**src/rtl/gate_bist_pkg.sv**
```systemverilog
// Shared types and constants for the gate-library BIST checker.
package gate_bist_pkg;

  typedef enum logic [2:0] {IDLE, APPLY, SETTLE, CHECK, DONE} state_t;

  // x^16 + x^14 + x^13 + x^11 + 1 -> feedback from bits 15, 13, 12, 10
  localparam logic [15:0] LFSR_TAPS     = 16'hB400;
  localparam logic [7:0]  FAIL_IDX_NONE = 8'hFF;

endpackage

```
**src/rtl/gate_bist_lfsr.sv**
```systemverilog
// 16-bit Fibonacci LFSR operand source; shifts left with the new bit entering at [0].
module gate_bist_lfsr
  import gate_bist_pkg::*;
#(
  parameter logic [15:0] SEED  = 16'hACE1,
  parameter int          OUT_W = 8
) (
  input  logic             clk,
  input  logic             rst_n,
  input  logic             load,
  input  logic             step,
  output logic [OUT_W-1:0] value
);

  logic [15:0] lfsr;

  always_ff @(posedge clk or negedge rst_n) begin
    if (!rst_n) begin
      lfsr <= SEED;
    end else if (load) begin
      lfsr <= SEED;
    end else if (step) begin
      lfsr <= {lfsr[14:0], ^(lfsr & LFSR_TAPS)};
    end
  end

  assign value = lfsr[OUT_W-1:0];

endmodule

```
**config.mk**
```make
export PLATFORM = sky130hd
export DESIGN_NAME = gate_bist_lfsr
export DESIGN_NICKNAME = d
export VERILOG_FILES = /design/src/rtl/gate_bist_pkg.sv /design/src/rtl/gate_bist_lfsr.sv
export SDC_FILE = /design/constraint.sdc
export NUM_CORES = 1
export LEC_CHECK = 0
export ABC_AREA = 1
export CORE_MARGIN = 8
export CORE_UTILIZATION = 45
export DETAILED_ROUTE_END_ITERATION = 7
export PLACE_DENSITY = 0.72
export SLEW_MARGIN = 20
export SYNTH_ARGS = -nofsm -noshare
export SYNTH_HDL_FRONTEND = slang
export SYNTH_SLANG_ARGS = --single-unit
export TNS_END_PERCENT = 10
```
**constraint.sdc**
```tcl
create_clock -name clk -period 0.8 [get_ports clk]
set_input_delay 0.16 -clock clk [delete_from_list [all_inputs] [get_ports clk]]
set_output_delay 0.16 -clock clk [all_outputs]
set_load 0.02 [all_outputs]
```
# [Yosys cells after proc, flatten, opt, wreduce, memory -nomap -nowiden]
# Cells that the tools add are included.
[classes] mux=2 n_reduce_logical=2
[op_table] op="16-bit 2-to-1 mux" n=2
[op_table] op="16-bit XOR reduction" n=1
[op_table] op="2-bit nonzero test" n=1
[totals] register_bits=16 in_bits=4 out_inout_bits=8 word_cells=5

# [Longest topological paths before layout]
# Gate-level depths: netlist (run 1).
[logic_depth] word_depth=3 mapped_depth=6

# [Least setup slack after synthesis (run 1)]
# OpenSTA, ideal clock, no wires.
[synth_path] kind="register to register" startpoint="register lfsr[10]" endpoint="register lfsr[0]" setup_time_ps=60 t_arrival_ps=833 t_required_ps=740 setup_slack_ps=-94 path_stages_with_launch=7 period_less_slack_ps=894 cell_sequence="dfstp_2 > inv_1 > nand2_1 > nand2_1 > nand2_1 > nand3_1 > nand2_1"
[synth_via] elab_chain_len=3
[synth_rtl] element="start, declared" line_no="gate_bist_lfsr.sv:15" source="logic [15:0] lfsr;"
[synth_rtl] element="start signal, assigned" line_no="gate_bist_lfsr.sv:23" source="lfsr <= {lfsr[14:0], ^(lfsr & LFSR_TAPS)};"
[synth_rtl] element="16-bit XOR reduction" line_no="gate_bist_lfsr.sv:23"
[synth_rtl] element="16-bit 2-to-1 mux" line_no="gate_bist_lfsr.sv:22" source="end else if (step) begin"
[synth_rtl] element="16-bit 2-to-1 mux" line_no="gate_bist_lfsr.sv:20" source="end else if (load) begin"
# No other way between the ends. The select of a mux whose other input is x is not followed.
# A chain may end at the register's enable or synchronous reset.

# [Worst setup path in the final report (run 1)]
[layout_path] startpoint="register lfsr[0]" endpoint="output port value[0]"
[layout_lines] element="end, declared" line_no="gate_bist_lfsr.sv:12" source="output logic [OUT_W-1:0] value"
# No word-level cell between the ends.

==> reports/qor.yml, run 1 <==
worst_setup_path:
  cp_top_family: "flip-flops"
  start_kind: "register"
  path_class: "register to output port"
  critPathMaxStageDelay_ns: 0.55
  required_ns: 0.64
  cp_max_fo: 2
  r2r_cells: 6
  cp.buffers_inverters: 1
  cp-end-kind: "output port"
  cp_num_cells: 1
  critPathArrivalTime_ns: 0.95
  crit_chain: "buf_6"
  cp_slowest_cell: "dfstp_2"
route:
  first_pass_iters: 4
  viasPerCell: 4.93
  post-route-drc-count: 0
  post_drt_wl_per_cell_um: 14.0
  vias: 532
  drtAntennaViolNets: 0
  wl_um: 1510
  drtIter0Drc: 11
synth:
  ys_seq_area_share_pct: 56.1
  ys_ff_latch: 16
  synth.distinct_cells: 12
  yosys_warnings: 0
  syn_nets: 81
  syn_avg_cell_area_um2: 9.51
  syn_area_um2: 732
  syn_inst: 77
timing:
  holdWs_ns: 0.186
  min_period_ns: 1.11
  setup_slack_ns: -0.310
  finalHoldViolCount: 0
  finalClockSkew_ns: 0.00260
  finalMaxSlewViolations: 0
  worstMarginPinSlew_ns: 0.246
  fmax_mhz: 901
  rsz0062_at_grt: "yes"
  relSlewSlack_pct: 83.5
  setup_viol: 18
  finalCritPeriodShare_pct: 139
floorplanning:
  io_pins: 12
  core_area_um2: 1520
  dieArea_um2: 3170
  die_x_um: 56.3
  die_h_um: 56.3
  std_cell_rows: 14
  start_util_pct: 48.0
power_and_ir_drop:
  p_per_area_nw_per_um2: 1870
  pwr-share-clk_pct: 30.4
  peakVddDrop_uv: 1210
  pwr-share-seq_pct: 51.1
  share_comb_of_total_power_pct: 18.5
  p_sw_w: 0.000480
  sw_frac_of_total_pct: 27.0
  p_int_w: 0.00130
  leakage_nw: 0.472
run:
  cap_violations: 0
layout:
  antenna_cells_inserted: 0
  area_growth_pct: 30.1
  nets: 97
  largest_register: "lfsr"
  layout_common_cells: "nand2_1, inv_1, dfstp_2, dfrtp_1, inv_2"
  largest_reg_flops: 16
  final_common_cell: "nand2_1"
  drive_gt1_share_pct: 51.1
  final_util_pct: 62.5
  top_regs: "lfsr (16)"
clocking:
  path_clk_slew_ns: 0.10
  clockRootBuffer: "clkbuf_4"
  cts_buffers: 3
  cts_max_level: 1
  clk_path_buf_depth: 2
  cts_tree: "built"
  cts_setup_buffers: 0
  clock_sinks: 16
  clk_latency_ns: 0.29
global_routing:
  grt_max_degree: 17
  grt_pass1_vias: 579
  overflow: 0
  grtUsageTotal_pct: 10.4
  antenna_found_initial: 0
  grt_first_pass_wirelength_um: 2610
placement:
  dpl.hpwl_um: 1010
  gp_congestion: 0.790
  numPortBuffers: 11
run_status:
  violations: "setup timing"
  status: "finished, violations left"
hold_path:
  min_path_type: "input pin to asynchronous set/reset pin"
## through the flow
step	setup TNS [ns]	instance area, um^2	setup WS, ns	power (W)	std cells
after floorplan	-0.0821	732	-0.0686	0.00109	77
after global placement	-9.67	875	-0.464	0.00120	104
after detailed placement	-9.84	875	-0.482	0.00122	104
after CTS	-2.69	928	-0.320	0.00177	108
after global routing	-3.25	952	-0.350	0.00186	108
final	-2.54	952	-0.310	0.00178	108
## layer usage
layer	part of all wire [%]	GRT usage, %	wire length [um]	vias up
met4	2.6	6.19	40	0
li1	-	-	-	270
met1	43	10.7	653	247
met5	0	0	0	-
met2	50	17.6	761	10
met3	3.7	3.82	56	5
## power groups by stage
stage                     clock network (W)  registers (W)  logic, W
after floorplan                           0       0.000915  0.000175
after global placement                    0       0.000916  0.000288
after detailed placement                  0       0.000920  0.000296
after CTS                          0.000550       0.000909  0.000314
after global routing               0.000588       0.000916  0.000358
final                              0.000542       0.000909  0.000328
## kinds of logic (layout without fill, tap and decap cells)
logic type      after synthesis  in the layout  synth area share, %
simple gates                 19             19                 12.0
compound gates               16             16                 14.5
flops                        16             16                 56.1
buf+inv                      26             41                 17.4
## cell type report
cell class | count | area [um^2]
Multi-Input combinational cell | 35 | 243
Clock buffer | 4 | 36.3
Timing Repair Buffer | 19 | 173
Sequential cell | 16 | 410
Fill cell | 123 | 572
Tap cell | 16 | 20.0
Inverter | 18 | 70.1
## cell usage after synthesis
library cell | number | area [um^2]
nand2_1 | 16 | 60.1
o22ai_1 | 7 | 43.8
buf_4 | 8 | 60.1
o21ai_0 | 1 | 5.00
inv_1 | 15 | 56.3
a22oi_1 | 7 | 52.6
nor2_4 | 2 | 22.5
a21oi_1 | 1 | 5.00
nand3_1 | 1 | 5.00
dfrtp_1 | 8 | 200
inv_2 | 3 | 11.3
dfstp_2 | 8 | 210
## what timing repair did
action                                  CTS  global route
pin swaps                                 9             4
gates resized for setup                  51             6
endpoints found under the setup margin   24            24
hold buffers                              0             0
## worst paths after layout
kind	startpoint	to	slack, ns
min reg2reg	lfsr[9]	lfsr[10]	0.51
max in group asynchronous	rst_n	lfsr[6]	0.41
max reg2reg	lfsr[13]	lfsr[0]	-0.19
min in group clk	step	lfsr[0]	0.32
min	rst_n	lfsr[3]	0.19
max	lfsr[0]	value[0]	-0.31
(Power assumes the default switching activity.)
==> inputs of run 2 (changes only) <==
- CORE_MARGIN: 8 -> unset
==> reports/qor.yml, run 2 (synthesis gave the netlist of run 1 again) <==
placement:
  gp_congestion: 0.757  # was 0.790
  dpl_worst_slack_ns: -0.479  # was -0.482 ns
  dpl.hpwl_um: 969  # was 1010 um
  numPortBuffers: 11  # unchanged
  dp_cells: 104  # unchanged
route:
  vias: 556  # was 532
  viasPerCell: 5.05  # was 4.93
  drtIter0Drc: 3  # was 11
  post_drt_wl_per_cell_um: 12.5  # was 14.0 um
  post-route-drc-count: 0  # unchanged
  wl_um: 1370  # was 1510 um
  drtAntennaViolNets: 0  # unchanged
  first_pass_iters: 3  # was 4
layout:
  drive_gt1_share_pct: 55.3  # was 51.1%
  area_growth_pct: 33.8  # was 30.1%
  nets: 99  # was 97
  top_regs: "lfsr (16)"  # unchanged
  largest_reg_flops: 16  # unchanged
  final_common_cell: "nand2_1"  # unchanged
  multi_input_area_um2: 249  # was 243 um^2
  layout_common_cells: "nand2_1, inv_2, inv_1, dfstp_2, dfrtp_1"  # was nand2_1, inv_1, dfstp_2, dfrtp_1, inv_2
  n_fill_cell: 122  # was 123
  seq_area_um2: 410  # unchanged
  antenna_cells_inserted: 0  # unchanged
  stdcell_count: 110  # was 108
  largest_register: "lfsr"  # unchanged
worst_setup_path:
  r2r-start: "lfsr[10]"  # was lfsr[13]
  r2r_end: "lfsr[0]"  # unchanged
  cp_slowest_cell: "dfstp_2"  # unchanged
  rrSetupSlack_ns: -0.19  # about the same
  r2r_cells: 6  # unchanged
  required_ns: 0.64  # about the same
  cp-end-kind: "output port"  # unchanged
  path_class: "register to output port"  # unchanged
  crit_chain: "buf_6"  # unchanged
  critPathArrivalTime_ns: 0.95  # about the same
  cp.buffers_inverters: 1  # unchanged
  cp_top_family: "flip-flops"  # unchanged
  cp_max_fo: 2  # unchanged
  start_kind: "register"  # unchanged
  critPathMaxStageDelay_ns: 0.55  # about the same
timing:
  holdWs_ns: 0.187  # was 0.186 ns
  relSlewSlack_pct: 84.2  # was 83.5%
  rsz0062_at_grt: "yes"  # unchanged
  finalHoldViolCount: 0  # unchanged
  finalClockSkew_ns: 0.00695  # was 0.00260 ns
  worstMarginPinSlew_ns: 0.237  # was 0.246 ns
  setup_viol: 19  # was 18
  fmax_mhz: 899  # was 901 MHz
  finalMaxSlewViolations: 0  # unchanged
  finalCritPeriodShare_pct: 139  # about the same
  min_period_ns: 1.11  # about the same
  setup_slack_ns: -0.312  # was -0.310 ns
power_and_ir_drop:
  leakage_nw: 0.479  # was 0.472 nW
  peakVddDrop_uv: 1310  # was 1210 uV
  p_per_area_nw_per_um2: 1820  # was 1870 nW/um^2
  finalPower_w: 0.00178  # about the same
global_routing:
  grtUsageTotal_pct: 17.4  # was 10.4%
  antenna_found_initial: 0  # unchanged
  grt_first_pass_wirelength_um: 2330  # was 2610 um
  grt_pass1_vias: 575  # was 579
  grt_max_degree: 17  # unchanged
  overflow: 0  # unchanged
clocking:
  holdBufCountCts: 0  # unchanged
  cts_tree: "built"  # unchanged
  cts_max_level: 1  # unchanged
  clock_sinks: 16  # unchanged
  cts_buffers: 3  # unchanged
  path_clk_slew_ns: 0.09  # was 0.10 ns
  clockRootBuffer: "clkbuf_4"  # unchanged
  clk_latency_ns: 0.29  # about the same
  clk_path_buf_depth: 2  # unchanged
floorplanning:
  std_cell_rows: 14  # unchanged
  die_h_um: 42.3  # was 56.3 um
  die_x_um: 42.3  # was 56.3 um
  io_pins: 12  # unchanged
  start_util_pct: 48.6  # was 48.0%
  core_area_um2: 1510  # was 1520 um^2
  dieArea_um2: 1790  # was 3170 um^2
hold_path:
  min_path_type: "input pin to asynchronous set/reset pin"  # unchanged
run_status:
  status: "finished, violations left"  # unchanged
  violations: "setup timing"  # unchanged
run:
  cap_violations: 0  # unchanged
## run 2: changes by cell type in the layout (fill, tap and decap cells not counted), sizes merged
cell	delta
buf	+2
## run 2: report_power, final
| part | switching (W) | total (W) | internal [W] |
|---|---|---|---|
| combinational | 0.000183 | 0.000335 | 0.000152 |
| clock | 0.000257 | 0.000534 | 0.000278 |
| sequential | 0.0000313 | 0.000910 | 0.000879 |
## run 2: timing repair
action                     in CTS  in global routing
setup endpoints to repair      24                 21
pin swaps                      13                  1
gates resized for setup        51                  7
buffers inserted                0                  2
## run 2: per-layer routing
layer	GRT usage (%)	share of wire, %	up-vias
met2	30.2	52	8
met3	2.59	2.2	5
met5	0	0	-
met1	20.5	43	271
li1	-	-	272
met4	9.38	2.8	0
## run 2: per-stage QoR
step | setup TNS [ns] | cell area (um^2) | util, %
finish | -2.69 | 980 | 65.0
global route | -3.26 | 980 | 65.0
CTS | -2.66 | 937 | 62.2
detailed placement | -10.01 | 887 | 58.9
global placement | -9.58 | 887 | 58.9
floorplan | -0.0821 | 732 | -
## run 2: how the worst max path moves through the flow
| stage | to | start | cells past startpoint |
|---|---|---|---|
| floorplan | lfsr[0] | lfsr[10] | 6 |
| global placement | value[5] | lfsr[5] | 1 |
| detailed placement | lfsr[11] | step | 5 |
| CTS | value[7] | lfsr[7] | 1 |
| global route | value[5] | lfsr[5] | 1 |
| finish | value[5] | lfsr[5] | 1 |
## run 2: area by class of cell
cell class	instances	area share, %
clock buffers	4	3.70
inverters	18	6.90
multi-input cells	35	25.4
flip-flops and latches	16	41.9
well taps	16	2.04
repair buffers	21	20.1
